File: src/rtl/wb_ram64_bridge_if.sv
// Bus bundle for wb_ram64_bridge: Wishbone B4 classic slave side plus RAM macro strobes.
interface wb_ram64_bridge_if;
    logic        wb_cyc_i;
    logic        wb_stb_i;
    logic        wb_we_i;
    logic [7:0]  wb_sel_i;
    logic [31:0] wb_adr_i;
    logic [63:0] wb_dat_i;
    logic [63:0] wb_dat_o;
    logic        wb_ack_o;
    logic        wb_err_o;
    logic        ram_en;
    logic [7:0]  ram_we;
    logic [8:0]  ram_a;
    logic [63:0] ram_di;
    logic [63:0] ram_do;

    // Bridge side: receives bus requests and RAM read data.
    modport slave (
        input  wb_cyc_i, wb_stb_i, wb_we_i, wb_sel_i, wb_adr_i, wb_dat_i, ram_do,
        output wb_dat_o, wb_ack_o, wb_err_o, ram_en, ram_we, ram_a, ram_di
    );

    // Environment side: bus master plus the RAM macro.
    modport master (
        output wb_cyc_i, wb_stb_i, wb_we_i, wb_sel_i, wb_adr_i, wb_dat_i, ram_do,
        input  wb_dat_o, wb_ack_o, wb_err_o, ram_en, ram_we, ram_a, ram_di
    );
endinterface

File: src/rtl/wb_ram64_bridge.sv
// Wishbone B4 classic 64-bit slave in front of a 512x64 synchronous RAM.
// One transaction outstanding; out-of-window addresses terminate with err.
module wb_ram64_bridge #(
    parameter logic [31:0] BASE_ADDR = 32'h0000_0000,
    parameter int          REG_OUT   = 0
) (
    input  logic             CLK,
    input  logic             RST_N,
    wb_ram64_bridge_if.slave bus
);
    typedef enum logic [1:0] {IDLE, RD_WAIT, RESP, ERR} state_t;

    state_t      state;
    logic        ack;
    logic        err;
    logic        rd_ack;   // current ack terminates a read, so data is driven
    logic [63:0] rd_reg;
    logic        hit;
    logic        req;
    logic        unused_adr;

    assign hit = (bus.wb_adr_i[31:12] == BASE_ADDR[31:12]);
    // RST_N gates the request so the RAM is never strobed while in reset.
    assign req = RST_N & bus.wb_cyc_i & bus.wb_stb_i & (state == IDLE) & ~ack & ~err;

    // RAM strobes only fire from IDLE, so the write commits on the request edge.
    assign bus.ram_en = req & hit;
    assign bus.ram_we = (req & hit & bus.wb_we_i) ? bus.wb_sel_i : 8'h00;
    assign bus.ram_a  = bus.wb_adr_i[11:3];
    assign bus.ram_di = bus.wb_dat_i;

    assign bus.wb_ack_o = ack;
    assign bus.wb_err_o = err;
    // Without the output register, ram_do is valid exactly in the ack cycle.
    assign bus.wb_dat_o = rd_ack ? ((REG_OUT != 0) ? rd_reg : bus.ram_do) : 64'h0;

    // Byte offset within the word is carried by wb_sel_i instead.
    assign unused_adr = ^bus.wb_adr_i[2:0];

    // Transaction FSM; ack/err are one-cycle pulses set on entry to RESP/ERR.
    always_ff @(posedge CLK or negedge RST_N) begin
        if (!RST_N) begin
            state  <= IDLE;
            ack    <= 1'b0;
            err    <= 1'b0;
            rd_ack <= 1'b0;
            rd_reg <= 64'h0;
        end else begin
            ack    <= 1'b0;
            err    <= 1'b0;
            rd_ack <= 1'b0;
            case (state)
                IDLE: begin
                    if (req) begin
                        if (!hit) begin
                            state <= ERR;
                            err   <= 1'b1;
                        end else if (bus.wb_we_i) begin
                            state <= RESP;
                            ack   <= 1'b1;
                        end else if (REG_OUT != 0) begin
                            state <= RD_WAIT;
                        end else begin
                            state  <= RESP;
                            ack    <= 1'b1;
                            rd_ack <= 1'b1;
                        end
                    end
                end
                RD_WAIT: begin
                    // Master dropping cyc here abandons the read silently.
                    if (!bus.wb_cyc_i) begin
                        state <= IDLE;
                    end else begin
                        rd_reg <= bus.ram_do;
                        state  <= RESP;
                        ack    <= 1'b1;
                        rd_ack <= 1'b1;
                    end
                end
                RESP:    state <= IDLE;
                ERR:     state <= IDLE;
                default: state <= IDLE;
            endcase
        end
    end
endmodule

File: src/flat_wrapper.sv
// flat-port wrapper written by rule: the top's interface ports become plain ports
module wb_ram64_bridge_flat 
#(
    parameter logic [31:0] BASE_ADDR = 32'h0000_0000,
    parameter int          REG_OUT   = 0
)
  (CLK, RST_N, bus_wb_cyc_i, bus_wb_stb_i, bus_wb_we_i, bus_wb_sel_i, bus_wb_adr_i, bus_wb_dat_i, bus_ram_do, bus_wb_dat_o, bus_wb_ack_o, bus_wb_err_o, bus_ram_en, bus_ram_we, bus_ram_a, bus_ram_di);
  wb_ram64_bridge_if bus_i ();
  input  logic CLK;
  input  logic RST_N;
  input wire logic [$bits(bus_i.wb_cyc_i)-1:0] bus_wb_cyc_i;
  input wire logic [$bits(bus_i.wb_stb_i)-1:0] bus_wb_stb_i;
  input wire logic [$bits(bus_i.wb_we_i)-1:0] bus_wb_we_i;
  input wire logic [$bits(bus_i.wb_sel_i)-1:0] bus_wb_sel_i;
  input wire logic [$bits(bus_i.wb_adr_i)-1:0] bus_wb_adr_i;
  input wire logic [$bits(bus_i.wb_dat_i)-1:0] bus_wb_dat_i;
  input wire logic [$bits(bus_i.ram_do)-1:0] bus_ram_do;
  output wire logic [$bits(bus_i.wb_dat_o)-1:0] bus_wb_dat_o;
  output wire logic [$bits(bus_i.wb_ack_o)-1:0] bus_wb_ack_o;
  output wire logic [$bits(bus_i.wb_err_o)-1:0] bus_wb_err_o;
  output wire logic [$bits(bus_i.ram_en)-1:0] bus_ram_en;
  output wire logic [$bits(bus_i.ram_we)-1:0] bus_ram_we;
  output wire logic [$bits(bus_i.ram_a)-1:0] bus_ram_a;
  output wire logic [$bits(bus_i.ram_di)-1:0] bus_ram_di;
  assign bus_i.wb_cyc_i = bus_wb_cyc_i;
  assign bus_i.wb_stb_i = bus_wb_stb_i;
  assign bus_i.wb_we_i = bus_wb_we_i;
  assign bus_i.wb_sel_i = bus_wb_sel_i;
  assign bus_i.wb_adr_i = bus_wb_adr_i;
  assign bus_i.wb_dat_i = bus_wb_dat_i;
  assign bus_i.ram_do = bus_ram_do;
  assign bus_wb_dat_o = bus_i.wb_dat_o;
  assign bus_wb_ack_o = bus_i.wb_ack_o;
  assign bus_wb_err_o = bus_i.wb_err_o;
  assign bus_ram_en = bus_i.ram_en;
  assign bus_ram_we = bus_i.ram_we;
  assign bus_ram_a = bus_i.ram_a;
  assign bus_ram_di = bus_i.ram_di;
  wb_ram64_bridge #(.BASE_ADDR(BASE_ADDR), .REG_OUT(REG_OUT)) u_core (.CLK(CLK), .RST_N(RST_N), .bus(bus_i));
endmodule
File: config.mk
export PLATFORM = sky130hd
export DESIGN_NAME = wb_ram64_bridge_flat
export DESIGN_NICKNAME = d
export VERILOG_FILES = /design/src/rtl/wb_ram64_bridge_if.sv /design/src/rtl/wb_ram64_bridge.sv /design/src/flat_wrapper.sv
export SDC_FILE = /design/constraint.sdc
export NUM_CORES = 1
export LEC_CHECK = 0
export ABC_AREA = 1
export BUFFER_PORTS_ARGS = -buffer_cell sky130_fd_sc_hd__buf_4
export CORE_AREA = 2 2 126 128
export DETAILED_ROUTE_END_ITERATION = 10
export DIE_AREA = 0 0 128 130
export HOLD_SLACK_MARGIN = 0.05
export SYNTH_ARGS = -nofsm -noshare
export SYNTH_HDL_FRONTEND = slang
export SYNTH_SLANG_ARGS = --single-unit
File: constraint.sdc
create_clock -name CLK -period 1.69 [get_ports CLK]
set_input_delay 0 -clock CLK [delete_from_list [all_inputs] [get_ports CLK]]
set_output_delay 0 -clock CLK [all_outputs]
set_load 0.01 [all_outputs]
==> flow_metrics.env, run 1 <==
export IMPL_yosysWarnings=0
export IMPL_gp_congestion=0.681
export IMPL_finalCritPeriodShare_pct=84.6
export IMPL_fmax_mhz=700
export IMPL_ctsResizeCount=0
export IMPL_ioPinCount=321
export IMPL_synth_cell_types=15
export IMPL_tightest_slew_ns=0.282
export IMPL_setup_viol=0
export IMPL_grt_remaining_overflow=0
export IMPL_syn_nets=435
export IMPL_fin_ws_ns=0.260
export IMPL_reg2reg_slack_ns=0.62
export IMPL_grt_total_usage_pct=7.30
export IMPL_layout_common_cells="buf_4, inv_1, dlygate4sd3_1, nand2_1, nor2_1"
export IMPL_finalNonFillerCells=624
export IMPL_synth_avg_cell_area_um2=5.43
export IMPL_nets=606
export IMPL_synth_cell_area_um2=1420
export IMPL_ff2ff_path_depth=5
export IMPL_cts_inserted_buffers=3
export IMPL_final_util_pct=20.8
export IMPL_cts_root_buf="clkbuf_16"
export IMPL_min_to="u_core.rd_ack$_DFF_PN0_"
export IMPL_status="finished clean"
export IMPL_wire_per_inst_um=11.8
export IMPL_min_from="bus_wb_we_i"
export IMPL_io_buffers=171
export IMPL_slew_headroom_pct=81.2
export IMPL_wl_met1_um=2900
export IMPL_clkLatencyLatePin_ns=0.23
export IMPL_antenna_found_initial=0
export IMPL_cp_end_kind="output pin"
export IMPL_die_area_um2=16600
export IMPL_vias=1968
export IMPL_initial_core_util_pct=9.23
export IMPL_route_met2_wl_um=3650
export IMPL_ant_nets=0
export IMPL_synth_seq_area_share_pct=8.79
export IMPL_cp_arrival_ns=1.43
export IMPL_initialDrtViolationCount=54
export IMPL_crit_path_start_kind="primary input"
export IMPL_top_layer="met4"
export IMPL_syn2layout_area_growth_pct=125
export IMPL_hold_violations=0
export IMPL_dp_cells=546
export IMPL_grt_pass1_wl_um=9470
export IMPL_post_cts_buffers=0
export IMPL_hold_path_class="in -> reg"
export IMPL_dpl_hpwl_um=5250
export IMPL_r2r_start="u_core.bus.wb_ack_o$_DFF_PN0_"
export IMPL_h_tree_depth=1
export IMPL_required_ns=1.69
export IMPL_core_um2=15400
export IMPL_report_final_slew_viol_count=0
export IMPL_path_class="in -> out"
export IMPL_powerDensity_nw_per_um2=313
export IMPL_mostFrequentLayoutCell="buf_4"
export IMPL_cts_sinks=5
export IMPL_rows=46
export IMPL_rsz0062_at_grt="no"
export IMPL_path_clk_slew_ns=0.03
export IMPL_synth_seq_cells=5
export IMPL_diodes=0
export IMPL_grt_max_degree=65
export IMPL_hold_ws_ns=0.0498
export IMPL_hold_path_depth=3
export IMPL_max_cap_violations=0
export IMPL_first_global_vias=1749
export IMPL_crit_fanout=8
export IMPL_wl_met3_um=764
export IMPL_drc=0
export IMPL_cts_tree="built"
export IMPL_skew_ns=0.00103
export IMPL_die_width_um=128
export IMPL_tns_ns=0
export IMPL_leakage_nw=2.12
export IMPL_syn_instance_count=262
export IMPL_drive_gt1_share_pct=42.1
export IMPL_wl_um=7380
export IMPL_peakVddDrop_uv=319
export IMPL_place_ws_ns=0.527
export IMPL_r2r_end="u_core.bus.wb_err_o$_DFF_PN0_"
export IMPL_post_route_min_period_ns=1.43
export IMPL_dr_pass1_iters=4
export IMPL_routed_via_density=3.15
export IMPL_fp_dieH_um=130
export IMPL_ctsHoldBuffers=74
export IMPL_clock_path_buffers=2
## how the worst max path moves through the flow
stage,slack (ns),to,start
after detailed placement,0.53,bus_ram_we[2],u_core.bus.wb_ack_o$_DFF_PN0_
after floorplan,0.65,bus_ram_we[0],u_core.bus.wb_ack_o$_DFF_PN0_
after global routing,0.16,bus_ram_we[3],RST_N
final,0.26,bus_ram_we[2],RST_N
after global placement,0.55,bus_ram_we[6],u_core.bus.wb_ack_o$_DFF_PN0_
after CTS,0.26,bus_ram_we[2],RST_N
## state kept, by name (all words and copies together), names as in the netlist
| register | flops |
|---|---|
| u_core.bus.wb_err_o | 1 |
| u_core.state | 2 |
| u_core.bus.wb_ack_o | 1 |
| u_core.rd_ack | 1 |
## power by group
part | switching, mW | leakage (nW) | internal, mW
clock | 0.0733 | 0.0382 | 0.312
sequential | 0.00244 | 0.0667 | 0.126
combinational | 0.188 | 2.02 | 0.302
total | 0.263 | 2.12 | 0.740
## cells in the mapped netlist
cell type  count  area [um^2]
nor2_2         2         12.5
nand2_1       70          263
nor2_4         1         11.3
nand4_2        1         12.5
nand3_1        1         5.00
buf_2          7         35.0
dfrtp_1        5          125
inv_1         75          282
and2_0         1         6.26
nand3b_1       2         15.0
o21ai_0        2         10.0
buf_4         73          548
nor2_1        20         75.1
nand2_2        1         6.26
nand3_4        1         17.5
## logic make-up (layout without fill, tap and decap cells)
logic type      after synthesis  count (layout)  synth area share [%]
buf+inv                     155             325                  60.7
simple gates                100             100                  29.8
flops                         5               5                  8.79
compound gates                2               2                 0.703
## critical path, cell delays in order
cell and delay (ns):
dlygate4sd3_1 0.53, buf_4 0.15, nand3_1 0.11, nor2_2 0.24, nand3_4 0.15, nor2_1 0.12, buf_4 0.13
## cell type report
class	instances	area [um^2]
well taps	192	240
clock buffers	4	78.8
fillers	1738	12200
flip-flops and latches	5	126
multi-input cells	102	434
inverters	75	282
repair buffers	246	2040
## metal layers
| metal | track usage, % | up-vias |
|---|---|---|
| met5 | 0 | - |
| li1 | - | 980 |
| met2 | 12.7 | 148 |
| met3 | 1.68 | 8 |
| met1 | 9.21 | 832 |
| met4 | 1.68 | 0 |
## through the flow
| stage | instance area [um^2] | total power, mW |
|---|---|---|
| after floorplan | 1420 | 0.369 |
| after global placement | 2390 | 0.412 |
| after detailed placement | 2390 | 0.414 |
| after CTS | 3210 | 1.01 |
| after global routing | 3210 | 1.06 |
| final | 3210 | 1.00 |
(Power assumes the default switching activity.)
==> run 2: changes to the inputs <==
- CORE_AREA: 2 2 126 128 -> 2 2 124 126
- DIE_AREA: 0 0 128 130 -> 0 0 126 128
- clock period: 1.69 -> 1.17 ns (I/O delays scaled with it)
==> run 2 against run 1 <==
- the flow now finishes with violations (setup timing)
- clock power increased by 44%
- wire length increased by 16%
- clock-buffer cell count unchanged
- largest cell class unchanged
- highest routed layer unchanged
==> flow_metrics.env, run 2 (synthesis results as in run 1) <==
export IMPL_cts_root_buf="clkbuf_16"
export IMPL_r2r_start="u_core.state[1]$_DFFE_PN0P_"
export IMPL_dpl_hpwl_um=4470
export IMPL_r2r_end="u_core.state[0]$_DFFE_PN0P_"
export IMPL_initial_core_util_pct=9.58
export IMPL_clkLatencyLatePin_ns=0.22
export IMPL_report_final_slew_viol_count=0
export IMPL_layout_common_cells="buf_4, dlygate4sd3_1, inv_2, buf_6, nand2_4"
export IMPL_h_tree_depth=1
export IMPL_vias=2106
export IMPL_path_clk_slew_ns=0.03
export IMPL_path_class="reg -> out"
export IMPL_grt_max_degree=33
export IMPL_rows=45
export IMPL_min_to="u_core.rd_ack$_DFF_PN0_"
export IMPL_ioPinCount=321
export IMPL_setup_viol=54
export IMPL_hold_ws_ns=0.0953
export IMPL_peakVddDrop_uv=381
export IMPL_leakage_nw=2.51
export IMPL_io_buffers=171
export IMPL_hold_path_depth=3
export IMPL_syn2layout_area_growth_pct=176
export IMPL_max_cap_violations=0
export IMPL_fp_dieH_um=128
export IMPL_tightest_slew_ns=0.210
export IMPL_die_area_um2=16100
export IMPL_skew_ns=0.0000745
export IMPL_die_width_um=126
export IMPL_fmax_mhz=738
export IMPL_cp_end_kind="output pin"
export IMPL_gp_congestion=0.700
export IMPL_finalCritPeriodShare_pct=116
export IMPL_fin_ws_ns=-0.185
export IMPL_crit_fanout=8
export IMPL_first_global_vias=1727
export IMPL_nets=616
export IMPL_crit_path_start_kind="register"
export IMPL_tns_ns=-3.07
export IMPL_grt_total_usage_pct=7.29
export IMPL_hold_violations=0
export IMPL_diodes=0
export IMPL_reg2reg_slack_ns=0.06
export IMPL_slew_headroom_pct=85.9
export IMPL_grt_pass1_wl_um=9460
export IMPL_regMostFlops="u_core.state"
export IMPL_dr_pass1_iters=4
export IMPL_mostFrequentLayoutCell="buf_4"
export IMPL_drive_gt1_share_pct=66.1
export IMPL_rsz0062_at_grt="yes"
export IMPL_grt_remaining_overflow=0
export IMPL_post_route_min_period_ns=1.36
export IMPL_power_mw=1.62
export IMPL_required_ns=1.17
export IMPL_routed_via_density=3.34
export IMPL_clock_path_buffers=2
export IMPL_status="complete, but fails checks"
export IMPL_cp_arrival_ns=1.36
export IMPL_violations="setup timing"
export IMPL_powerDensity_nw_per_um2=411
export IMPL_drc=0
export IMPL_core_um2=14900
export IMPL_cts_inserted_buffers=3
export IMPL_largest_reg_flops=2
export IMPL_ff2ff_path_depth=6
export IMPL_hold_path_class="in -> reg"
export IMPL_ant_nets=0
export IMPL_cts_tree="built"
export IMPL_min_from="bus_wb_cyc_i"
export IMPL_cts_sinks=5
export IMPL_wl_um=8520
export IMPL_fill_cells=1553
export IMPL_antenna_found_initial=0
export IMPL_wire_per_inst_um=13.5
export IMPL_initialDrtViolationCount=24
-- run 2: cell count changes in the layout (fill, tap and decap cells not counted), moves of 4 or more --
cell     before  now
inv_2         0   47
nand2_2       1    7
nand2_1      70   20
nor2_1       20   16
buf_6         0   47
nand2_4       0   44
buf_4       171  126
inv_1        75   28
-- run 2: how the worst max path moves through the flow --
stage	slack (ns)	endpoint	start	cells after the start
final	-0.19	bus_ram_we[1]	u_core.state[1]$_DFFE_PN0P_	6
after global placement	0.05	bus_ram_we[4]	u_core.bus.wb_ack_o$_DFF_PN0_	6
after detailed placement	0.03	bus_ram_we[1]	u_core.bus.wb_ack_o$_DFF_PN0_	6
after CTS	-0.18	bus_ram_we[1]	u_core.bus.wb_ack_o$_DFF_PN0_	6
after floorplan	0.13	bus_ram_we[0]	u_core.bus.wb_ack_o$_DFF_PN0_	5
after global routing	-0.32	bus_ram_we[0]	u_core.state[1]$_DFFE_PN0P_	6
-- run 2: timing repair --
action                                  in CTS  in global routing
setup buffers                                1                  2
resized for setup                            6                191
pin swaps                                    2                 38
endpoints found under the hold margin       79                  0
gates cloned                                 2                  4
endpoints found under the setup margin      15                 72
hold buffers                                75                  0
-- run 2: power by group --
| part | switching (mW) | internal, mW |
|---|---|---|
| clock | 0.102 | 0.451 |
| combinational | 0.365 | 0.513 |
| sequential | 0.00495 | 0.181 |
-- run 2: metrics by stage --
stage	area (um^2)	util, %	instances	worst slack (ns)
after CTS	3290	22.1	624	-0.178
after floorplan	1420	-	262	0.130
final	3930	26.5	630	-0.185
after global routing	3930	26.5	630	-0.321
after detailed placement	2380	16.0	542	0.0303
after global placement	2380	16.0	542	0.0496
-- run 2: cell type report --
class,instances,area (um^2),area share (%)
tap,188,235,5.98
multi-input combinational,102,795,20.2
timing repair buffer,256,2420,61.4
inverter,75,282,7.16
sequential,5,126,3.21
clock buffer,4,78.8,2.00
-- run 2: routing by layer --
layer / up-vias / GRT usage [%] / share of wire (%)
li1: 1005 / - / -
met1: 947 / 8.93 / 35
met2: 146 / 12.9 / 54
met3: 8 / 1.92 / 9.0
met4: 0 / 1.55 / 1.5
met5: - / 0 / 0
-- run 2: critical path, cell delays in order (launching register included) --
cell and delay (ns):
dfrtp_1 0.37, nor2_1 0.13, nand2_2 0.09, nor2_4 0.16, nand3_4 0.13, nor2_1 0.12, buf_4 0.13
